==> config.mk <==
export PLATFORM = sky130hd
export DESIGN_NAME = alu_opnd_stage
export DESIGN_NICKNAME = d
export VERILOG_FILES = /design/src/rtl/alu_opnd_pkg.sv /design/src/rtl/opnd_fwd_mux.sv /design/src/rtl/alu_opnd_stage.sv
export SDC_FILE = /design/constraint.sdc
export NUM_CORES = 1
export LEC_CHECK = 0
export CORE_MARGIN = 4
export CORE_UTILIZATION = 34
export DETAILED_ROUTE_END_ITERATION = 16
export GPL_TIMING_DRIVEN = 0
export PLACE_DENSITY = 0.77
export SLEW_MARGIN = 5
export SYNTH_ARGS = -nofsm -noshare
export SYNTH_HDL_FRONTEND = slang
export SYNTH_HIERARCHICAL = 1
export SYNTH_SLANG_ARGS = --single-unit
==> constraint.sdc <==
create_clock -name clk -period 1.42 [get_ports clk]
set_input_delay 0.284 -clock clk [delete_from_list [all_inputs] [get_ports clk]]
set_output_delay 0.284 -clock clk [all_outputs]
set_load 0.01 [all_outputs]
==> src/rtl/alu_opnd_pkg.sv <==
// Shared constants and helpers for the ID/EX operand stage: extension modes,
// default widths and the forward-select width function.
package alu_opnd_pkg;

  localparam logic [1:0] EXT_ZERO  = 2'b00;
  localparam logic [1:0] EXT_SIGN  = 2'b01;
  localparam logic [1:0] EXT_UPPER = 2'b10;

  localparam int DEF_DATA_W = 32;
  localparam int DEF_IMM_W  = 16;

  // Select encodes 0 = register file, 1..num_fwd = forwarding source; never narrower than 1 bit.
  function automatic int fsel_width(input int num_fwd);
    int w;
    w = $clog2(num_fwd + 1);
    return (w < 1) ? 1 : w;
  endfunction

endpackage

==> src/rtl/opnd_fwd_mux.sv <==
// Combinational forwarding select: 0 picks the register-file value,
// k picks fwd_data source k-1; out-of-range selects fall back to the register value.
module opnd_fwd_mux
  import alu_opnd_pkg::*;
#(
  parameter int DATA_W  = DEF_DATA_W,
  parameter int NUM_FWD = 2,
  localparam int FSEL_W = fsel_width(NUM_FWD)
) (
  input  logic [FSEL_W-1:0]         sel,
  input  logic [DATA_W-1:0]         reg_data,
  input  logic [NUM_FWD*DATA_W-1:0] fwd_data,
  output logic [DATA_W-1:0]         data
);

  always_comb begin
    data = reg_data;
    for (int k = 1; k <= NUM_FWD; k++) begin
      if (sel == FSEL_W'(k)) data = fwd_data[k*DATA_W-1 -: DATA_W];
    end
  end

endmodule

==> src/rtl/alu_opnd_stage.sv <==
// Registered ID/EX operand stage: forwarding, immediate extension, B-source select,
// valid/ready register with stall hold and flush. Forwarding muxes only with ALU_OPND_FWD_EN.
module alu_opnd_stage
  import alu_opnd_pkg::*;
#(
  parameter int DATA_W  = DEF_DATA_W,
  parameter int IMM_W   = DEF_IMM_W,
  parameter int NUM_FWD = 2,
  localparam int FSEL_W = fsel_width(NUM_FWD)
) (
  input  logic                      clk,
  input  logic                      rst_n,
  input  logic                      in_valid,
  output logic                      in_ready,
  input  logic [DATA_W-1:0]         rs_data,
  input  logic [DATA_W-1:0]         rt_data,
  input  logic [IMM_W-1:0]          imm,
  input  logic [1:0]                ext_mode,
  input  logic                      alusrc,
  input  logic [FSEL_W-1:0]         fwd_sel_a,
  input  logic [FSEL_W-1:0]         fwd_sel_b,
  input  logic [NUM_FWD*DATA_W-1:0] fwd_data,
  input  logic                      flush,
  output logic                      out_valid,
  input  logic                      out_ready,
  output logic [DATA_W-1:0]         op_a,
  output logic [DATA_W-1:0]         op_b,
  output logic [DATA_W-1:0]         store_data
);

  function automatic logic [DATA_W-1:0] ext_imm(input logic [IMM_W-1:0] raw,
                                                input logic [1:0]       mode);
    logic signed [IMM_W-1:0] s;
    s = $signed(raw);
    case (mode)
      EXT_SIGN:  ext_imm = DATA_W'(s);
      EXT_UPPER: ext_imm = DATA_W'(raw) << (DATA_W - IMM_W);
      default:   ext_imm = DATA_W'(raw);
    endcase
  endfunction

  logic [DATA_W-1:0] a_reg_p0, b_reg_p0, imm_ext_p0, op_b_p0;
  logic [DATA_W-1:0] op_a_p1, op_b_p1, store_p1;
  logic              vld_p1;
  logic              accept_p0;

  // p0: operand selection from decode-stage inputs
`ifdef ALU_OPND_FWD_EN
  opnd_fwd_mux #(.DATA_W(DATA_W), .NUM_FWD(NUM_FWD)) u_fwd_a (
    .sel      (fwd_sel_a),
    .reg_data (rs_data),
    .fwd_data (fwd_data),
    .data     (a_reg_p0)
  );

  opnd_fwd_mux #(.DATA_W(DATA_W), .NUM_FWD(NUM_FWD)) u_fwd_b (
    .sel      (fwd_sel_b),
    .reg_data (rt_data),
    .fwd_data (fwd_data),
    .data     (b_reg_p0)
  );
`else
  logic unused_fwd;
  assign unused_fwd = ^{fwd_sel_a, fwd_sel_b, fwd_data};
  assign a_reg_p0   = rs_data;
  assign b_reg_p0   = rt_data;
`endif

  assign imm_ext_p0 = ext_imm(imm, ext_mode);
  assign op_b_p0    = alusrc ? b_reg_p0 : imm_ext_p0;

  assign in_ready  = !vld_p1 || out_ready;
  assign accept_p0 = in_valid && in_ready;

  // p1: operand register feeding the ALU and store-data path
  always_ff @(posedge clk) begin
    if (!rst_n) begin
      vld_p1   <= 1'b0;
      op_a_p1  <= '0;
      op_b_p1  <= '0;
      store_p1 <= '0;
    end else if (flush) begin
      vld_p1 <= 1'b0;
    end else if (accept_p0) begin
      vld_p1   <= 1'b1;
      op_a_p1  <= a_reg_p0;
      op_b_p1  <= op_b_p0;
      store_p1 <= b_reg_p0;
    end else if (out_ready) begin
      vld_p1 <= 1'b0;
    end
  end

  assign out_valid  = vld_p1;
  assign op_a       = op_a_p1;
  assign op_b       = op_b_p1;
  assign store_data = store_p1;

endmodule
==> out/qor.yml, run 1 <==
run_status:
  run_status: "finished, violations left"
  violated_checks: "negative setup slack"
global_routing:
  global_route.overflow_total: 0
  grt_pass1_vias: 4561
  largest_net_degree_at_the_start_of_global_routing: 17
  gr-usage-all-layers_pct: 20.8
  initial_antenna_violation_count: 0
  first_pass_grt_wire_length_mm: 23.7
route:
  routed-via-count: 4566
  drt.antenna.violating_nets: 0
  route.detailed.vias_per_inst: 5.28
  post_drt_wl_per_cell_um: 17.9
  remaining_drc_errors: 0
  1st_iter_drt_viols: 237
  drt_wl_total_mm: 15.5
  firstDrtPassIters: 5
setup_path:
  critical_path.n_buffers_inverters: 4
  critPathMaxFanout: 3
  timing.critical_path.arrival_ps: 1220
  r2r_cells: 6
  required_ps: 1140
  crit_path_end: "in_ready"
  setup.worst_path.end_class: "primary output"
  rrSetupSlack_ps: -10
  timing.critical_path.slowest_stage_cell: "dfxtp_2"
  worstReg2RegStart: "out_valid$_SDFFE_PP0P_"
  worstSetupPathType: "reg -> out"
  worstSetupStartpointType: "flip-flop"
  largest_delay_share_family_worst_path: "buffers and inverters"
  worstSetupStartpoint: "out_valid$_SDFFE_PP0P_"
  cpMostUsedCell: "buf_6"
  timing.critical_path.slowest_cell_delay_ps: 330
  timing.critical_path.cells: "nor2b_4, buf_6, inv_8, buf_6, buf_6"
  timing.critical_path.depth: 5
  critical_path.reg2reg.endpoint: "op_b[20]$_SDFFE_PN0P_"
pwr:
  vdd.ir_drop.worst_uv: 619
  power-per-cell-area_nw_per_um2: 1030
  total_leakage_power_nw: 2.83
min_path:
  hold_path_class: "in -> reg"
floorplanning:
  die_area_um2: 14400
  num_rows: 40
  die_height_um: 120
  floorplan.initialDensity_pct: 35.2
  chipWidth_um: 120
  pin_count: 254
  core_area_um2: 12100
sta:
  maxSlewHeadroom_pct: 63.1
  final.setup.worst_slack_ps: -83.1
  worst_clock_skew_ps: 5.86
  setup_viol: 3
  slew_viol_final: 0
  tightestPinTransition_ps: 553
  max_clk_rate_ghz: 0.665
  post-route-min-period_ps: 1500
  post-route-period-util_pct: 106
  hold_ws_ps: 264
  grt_setup_unrepaired: "yes"
  final-hold-violation-count: 0
synthesis:
  yosys-mux-area-fraction_pct: 0
  top_cells_by_instance_count_after_synthesis: "dfxtp_1 (97), a21oi_1 (86), nand3_1 (79)"
  synth_area_per_cell_um2: 8.67
  synth_adder_area_share_pct: 0.588
  yosysSeqAreaShare_pct: 45.6
  synth_top_family_by_area: "compound AO/OA/AOI/OAI gates"
  synth_compound_gate_area_share_pct: 32.4
  ys_seq_elements: 97
  mappedNetlistArea_um2: 4260
  synth_largest_type_area_fraction_pct: 45.6
  area_share_of_xor_xnor_cells_in_the_synthesized_design_pct: 0
  ys_warn_count: 6
  synthCells: 491
  post_synth_top_area_cell: "dfxtp_1"
  synth_simple_gate_area_share_pct: 13.3
  synth_nets: 649
  yosys.cell_types.count: 33
  synth_enable_flop_cells: 0
  synth.top_cells.by_area: "dfxtp_1 (46%), a21oi_1 (10%), nand3_1 (9.3%), o21ai_0 (6.5%), buf_2 (3.2%)"
  synth_async_sr_flop_share_pct: 0
  synth.most_common_cell: "dfxtp_1"
  postSynth.topFlopCell: "dfxtp_1"
clocking:
  cts.path.max_buffers: 2
  cts.htree.levels: 3
  cts_tree: "yes"
  clock_sink_count: 97
  cts.root.buffer_cell: "clkbuf_16"
  cts_buffers: 9
  clk-insertion-delay-late_ps: 340
  cts.clk_slew.worst_paths_ps: 70
placement:
  hpwl_mm: 12.0
  postPlaceCellArea_um2: 6310
  numPortBuffers: 183
  gp_routability_congestion: 0.844
final_layout:
  num-nets-final: 849
  design_area_um2: 6810
  fill_cells: 1107
  final_layout_size_suffix_gt1_share_pct: 17.4
  area_growth_synth_to_finish_pct: 60.0
  n_antenna_cell: 0
  layout.core_utilization_pct: 56.3
job:
  cap_violations: 0
## worst min-delay path by stage
| stage | from | cells after the start | end | slack (ps) |
|---|---|---|---|---|
| floorplan | flush | 1 | out_valid$_SDFFE_PP0P_ | 360 |
| global placement | op_a[7]$_SDFFE_PN0P_ | 2 | op_a[7]$_SDFFE_PN0P_ | 460 |
| detailed placement | op_a[5]$_SDFFE_PN0P_ | 2 | op_a[5]$_SDFFE_PN0P_ | 470 |
| CTS | rst_n | 2 | op_b[18]$_SDFFE_PN0P_ | 260 |
| global route | rst_n | 2 | op_b[18]$_SDFFE_PN0P_ | 260 |
| finish | rst_n | 2 | op_b[16]$_SDFFE_PN0P_ | 260 |
## sequential cells by signal, summed over array words and instances, names as in the netlist
name and flops:
op_a 32, op_b 32, out_valid 1, store_data 32
## cells by family after synthesis
group / count (synthesis)
fa+ha+maj: 2
simple gates: 119
compound gates: 210
buf+inv: 63
flops: 97
## metal layers
| metal | track usage, % | vias up | wire length, um |
|---|---|---|---|
| li1 | - | 2184 | - |
| met1 | 25.4 | 2159 | 6470 |
| met2 | 34.0 | 195 | 7230 |
| met3 | 6.93 | 28 | 1370 |
| met4 | 7.37 | 0 | 405 |
| met5 | 0 | - | 0 |
## repair_timing
item                                    4_1_cts  5_1_grt
gates resized for setup                     133       54
hold buffers                                  0        0
endpoints found under the setup margin      171       90
gates cloned                                  0        1
buffers inserted                              3        3
pin swaps                                     2        2
## layout by cell type, fill, tap and decap left out, drive strengths merged, types with 2 or more instances in the layout
cell,instances
clkdlybuf4s50,81
a22oi,16
clkinv,2
a211oi,16
clkbuf,30
dfxtp,97
nand2,32
o21ai,64
buf,46
bufinv,3
a21oi,96
ha,2
inv,4
nor2b,2
dlygate4sd2,100
o221a,15
nor2,3
nand3,79
## worst register-to-register path, stage by stage (launching register included)
cell and delay [ps]:
dfxtp_2 330, nor2b_4 160, buf_6 140, buf_4 180
nor2_4 80, buf_4 170, o221a_2 270
## report_power, final
group | internal, mW | switching (mW) | leakage, nW | total, mW
combinational | 0.642 | 0.630 | 1.87 | 1.27
clock | 1.78 | 1.06 | 0.169 | 2.83
sequential | 2.87 | 0.0738 | 0.795 | 2.94
total | 5.29 | 1.76 | 2.83 | 7.05
## final cells by class
cell class | count | area [um^2] | share of cell area, %
sequential | 97 | 1940 | 28.5
multi-input combinational | 331 | 2040 | 30.0
clock inverter | 6 | 115 | 1.69
tap | 168 | 210 | 3.09
timing repair buffer | 190 | 1790 | 26.3
clock buffer | 10 | 239 | 3.51
inverter | 4 | 22.5 | 0.331
buffer | 58 | 448 | 6.57
## metrics by stage
step	setup slack [ps]	setup TNS (ps)	std cells	power, mW
5_1_grt	-114	-789	864	7.31
3_5_place_dp	-843	-42560	842	4.30
3_3_place_gp	-829	-40580	842	4.28
2_1_floorplan	47.9	0	491	3.58
6_report	-83.1	-102	864	7.05
4_1_cts	-104	-110	861	7.07
Note: power is estimated with default switching activity, not from simulation.
==> inputs of run 2 (changes only) <==
--- a/config.mk
+++ b/config.mk
@@ -9,6 +9,7 @@
 export CORE_UTILIZATION = 34
 export DETAILED_ROUTE_END_ITERATION = 16
 export GPL_TIMING_DRIVEN = 0
+export HOLD_SLACK_MARGIN = 0.1
 export PLACE_DENSITY = 0.77
 export SLEW_MARGIN = 5
 export SYNTH_ARGS = -nofsm -noshare
==> results of run 2 <==
No change in the layout: final DEF, timing and power equal those of run 1.
==> inputs of run 3 (changes only) <==
--- a/config.mk
+++ b/config.mk
@@ -6,11 +6,12 @@
 export NUM_CORES = 1
 export LEC_CHECK = 0
 export CORE_MARGIN = 4
-export CORE_UTILIZATION = 34
+export CORE_UTILIZATION = 38
+export CTS_CLUSTER_DIAMETER = 120
 export DETAILED_ROUTE_END_ITERATION = 16
 export GPL_TIMING_DRIVEN = 0
 export HOLD_SLACK_MARGIN = 0.1
-export PLACE_DENSITY = 0.77
+export PLACE_DENSITY = 0.81
 export SLEW_MARGIN = 5
 export SYNTH_ARGS = -nofsm -noshare
 export SYNTH_HDL_FRONTEND = slang
==> constraint.sdc (replaced) <==
create_clock -name clk -period 1.7 [get_ports clk]
set_input_delay 0.34 -clock clk [delete_from_list [all_inputs] [get_ports clk]]
set_output_delay 0.34 -clock clk [all_outputs]
set_load 0.01 [all_outputs]
==> run 3 against run 2 <==
Compared with the run above: the run now ends clean; first-iteration DRC count rose by 11%; via count rose by 0.55%; worst hold slack improved by 29 ps; non-clock buffer count fell by 5; clock power fell by 43%; sequential power fell by 16%; sequential share of layout area rose by 1.2 points; core utilization rose by 3.8 points.
==> out/qor.yml, run 3 (synthesis results as in run 1) <==
run_status:
  run_status: "completed"
final_layout:
  area_growth_synth_to_finish_pct: 53.7
  layout.cells.most_common_list: "clkdlybuf4s50_1 (180), dfxtp_1 (97), a21oi_1 (86), nand3_1 (79), o21ai_0 (55)"
  layout.cells.most_common: "clkdlybuf4s50_1"
  design_area_um2: 6540  # -4.0%
  num-nets-final: 844  # -0.59%
  final_layout_size_suffix_gt1_share_pct: 15.1  # -2.3 points
  n_antenna_cell: 0  # unchanged
  layout.core_utilization_pct: 60.1  # +3.8 points
  final_cell_count_no_fill: 831  # -3.8%
sta:
  worst_clock_skew_ps: 11.7  # +5.88 ps
  grt_setup_unrepaired: "no"
  post-route-period-util_pct: 97.7
  final-hold-violation-count: 0  # unchanged
  maxSlewHeadroom_pct: 62.1  # -1.0 points
  tightestPinTransition_ps: 569  # +15.7 ps
  setup_viol: 0  # -3
  slew_viol_final: 0  # unchanged
  hold_ws_ps: 293  # +29.2 ps
  max_clk_rate_ghz: 0.602
  post-route-min-period_ps: 1660
setup_path:
  critPathMaxFanout: 10  # +7
  worstSetupStartpointType: "input pin"
  setup.worst_path.end_class: "flip-flop"
  worstSetupPathType: "in -> reg"
  r2r_cells: 6  # unchanged
  crit_path_end: "op_b[12]$_SDFFE_PN0P_"
  critical_path.reg2reg.endpoint: "op_a[3]$_SDFFE_PN0P_"
  required_ps: 1940  # +800 ps
  timing.critical_path.arrival_ps: 1900  # +680 ps
  rrSetupSlack_ps: 130  # +140 ps
  worstSetupStartpoint: "ext_mode[1]"
  worstReg2RegStart: "out_valid$_SDFFE_PP0P_"
global_routing:
  largest_net_degree_at_the_start_of_global_routing: 17  # unchanged
  first_pass_grt_wire_length_mm: 23.7  # about the same
  initial_antenna_violation_count: 0  # unchanged
  gr-usage-all-layers_pct: 22.8  # +2.0 points
  grt_pass1_vias: 4521  # -0.88%
  global_route.overflow_total: 0  # unchanged
clocking:
  clk-insertion-delay-late_ps: 360  # +20 ps
  cts.root.buffer_cell: "clkbuf_8"
  cts.htree.levels: 3  # unchanged
  cts.hold.buffers_added: 0  # unchanged
  cts.clk_slew.worst_paths_ps: 100  # +30 ps
  cts.path.max_buffers: 2  # unchanged
  cts_tree: "yes"
  cts_buffers: 9  # unchanged
  clock_sink_count: 97  # unchanged
placement:
  hpwl_mm: 11.8  # -2.3%
  total_placed_cells_including_tap_cells: 814  # -3.3%
  gp_routability_congestion: 0.859  # +1.8%
  numPortBuffers: 183  # unchanged
  postPlaceCellArea_um2: 6260  # -0.75%
route:
  drt.antenna.violating_nets: 0  # unchanged
  1st_iter_drt_viols: 264  # +11%
  firstDrtPassIters: 5  # unchanged
  route.detailed.vias_per_inst: 5.52  # +4.5%
  post_drt_wl_per_cell_um: 18.4  # +2.5%
  remaining_drc_errors: 0  # unchanged
  routed-via-count: 4591  # +0.55%
  drt_wl_total_mm: 15.3  # -1.4%
pwr:
  power-per-cell-area_nw_per_um2: 792  # -23%
  vdd.ir_drop.worst_uv: 506  # -18%
  total_leakage_power_nw: 2.28  # -19%
floorplanning:
  floorplan.initialDensity_pct: 39.1  # +4.0 points
  num_rows: 38  # -5.0%
  pin_count: 254  # unchanged
  chipWidth_um: 114  # -5.0%
  core_area_um2: 10900  # -10%
  die_area_um2: 13000  # -9.8%
  die_height_um: 114  # -5.0%
min_path:
  holdCritStartpoint: "rst_n"
  hold_path_class: "in -> reg"
job:
  cap_violations: 0  # unchanged
run 3: cell types whose count changed in the layout (fill, tap and decap cells not counted), sizes merged:
| cell | previous run | this run |
|---|---|---|
| buf | 46 | 43 |
| bufinv | 3 | 1 |
| clkbuf | 30 | 28 |
| clkdlybuf4s15 | 0 | 1 |
| clkdlybuf4s50 | 81 | 180 |
| clkinvlp | 1 | 0 |
| dlygate4sd2 | 100 | 1 |
| inv | 4 | 6 |
run 3: through the flow:
step                      setup TNS (ps)  power (mW)  setup WS [ps]
after detailed placement          -24060        3.59           -641
after global routing                   0        5.40           1.63
after CTS                              0        5.20           32.4
after floorplan                        0        2.99            194
final                                  0        5.18           38.9
after global placement            -21720        3.57           -655
run 3: final cells by class:
type | instances | area [um^2]
fill | 994 | 4350
multi-input combinational | 331 | 2010
sequential | 97 | 1940
timing repair buffer | 185 | 1850
buffer | 58 | 334
tap | 140 | 175
clock buffer | 11 | 151
clock inverter | 5 | 61.3
inverter | 4 | 22.5
run 3: timing repair:
action,in CTS,in global routing
gates resized for setup,10,11
setup buffers,2,0
pin swaps,1,0
setup endpoints to repair,14,17
run 3: worst min-delay path by stage:
| stage | end | slack [ps] | cells after the start |
|---|---|---|---|
| CTS | op_b[19]$_SDFFE_PN0P_ | 290 | 2 |
| global route | op_b[18]$_SDFFE_PN0P_ | 280 | 2 |
| detailed placement | store_data[28]$_SDFFE_PN0P_ | 470 | 2 |
| global placement | op_a[7]$_SDFFE_PN0P_ | 460 | 2 |
| floorplan | out_valid$_SDFFE_PP0P_ | 420 | 1 |
| finish | op_b[19]$_SDFFE_PN0P_ | 290 | 2 |
run 3: layer usage:
layer / track usage (%) / routed length [um]
met3: 7.80 / 1330
met1: 28.6 / 6480
met5: 0 / 0
met4: 4.59 / 187
met2: 38.2 / 7260
run 3: worst max-delay path, cell delays in order:
cell             delay (ps)
clkdlybuf4s50_1         520
inv_1                    60
ha_1                    220
o21ba_4                 210
buf_6                   130
buf_8                   140
a22oi_2                 180
a211oi_2                 90
run 3: power breakdown:
group          internal, mW  switching [mW]
sequential             2.39          0.0668
combinational         0.582           0.516
clock                 0.773           0.847
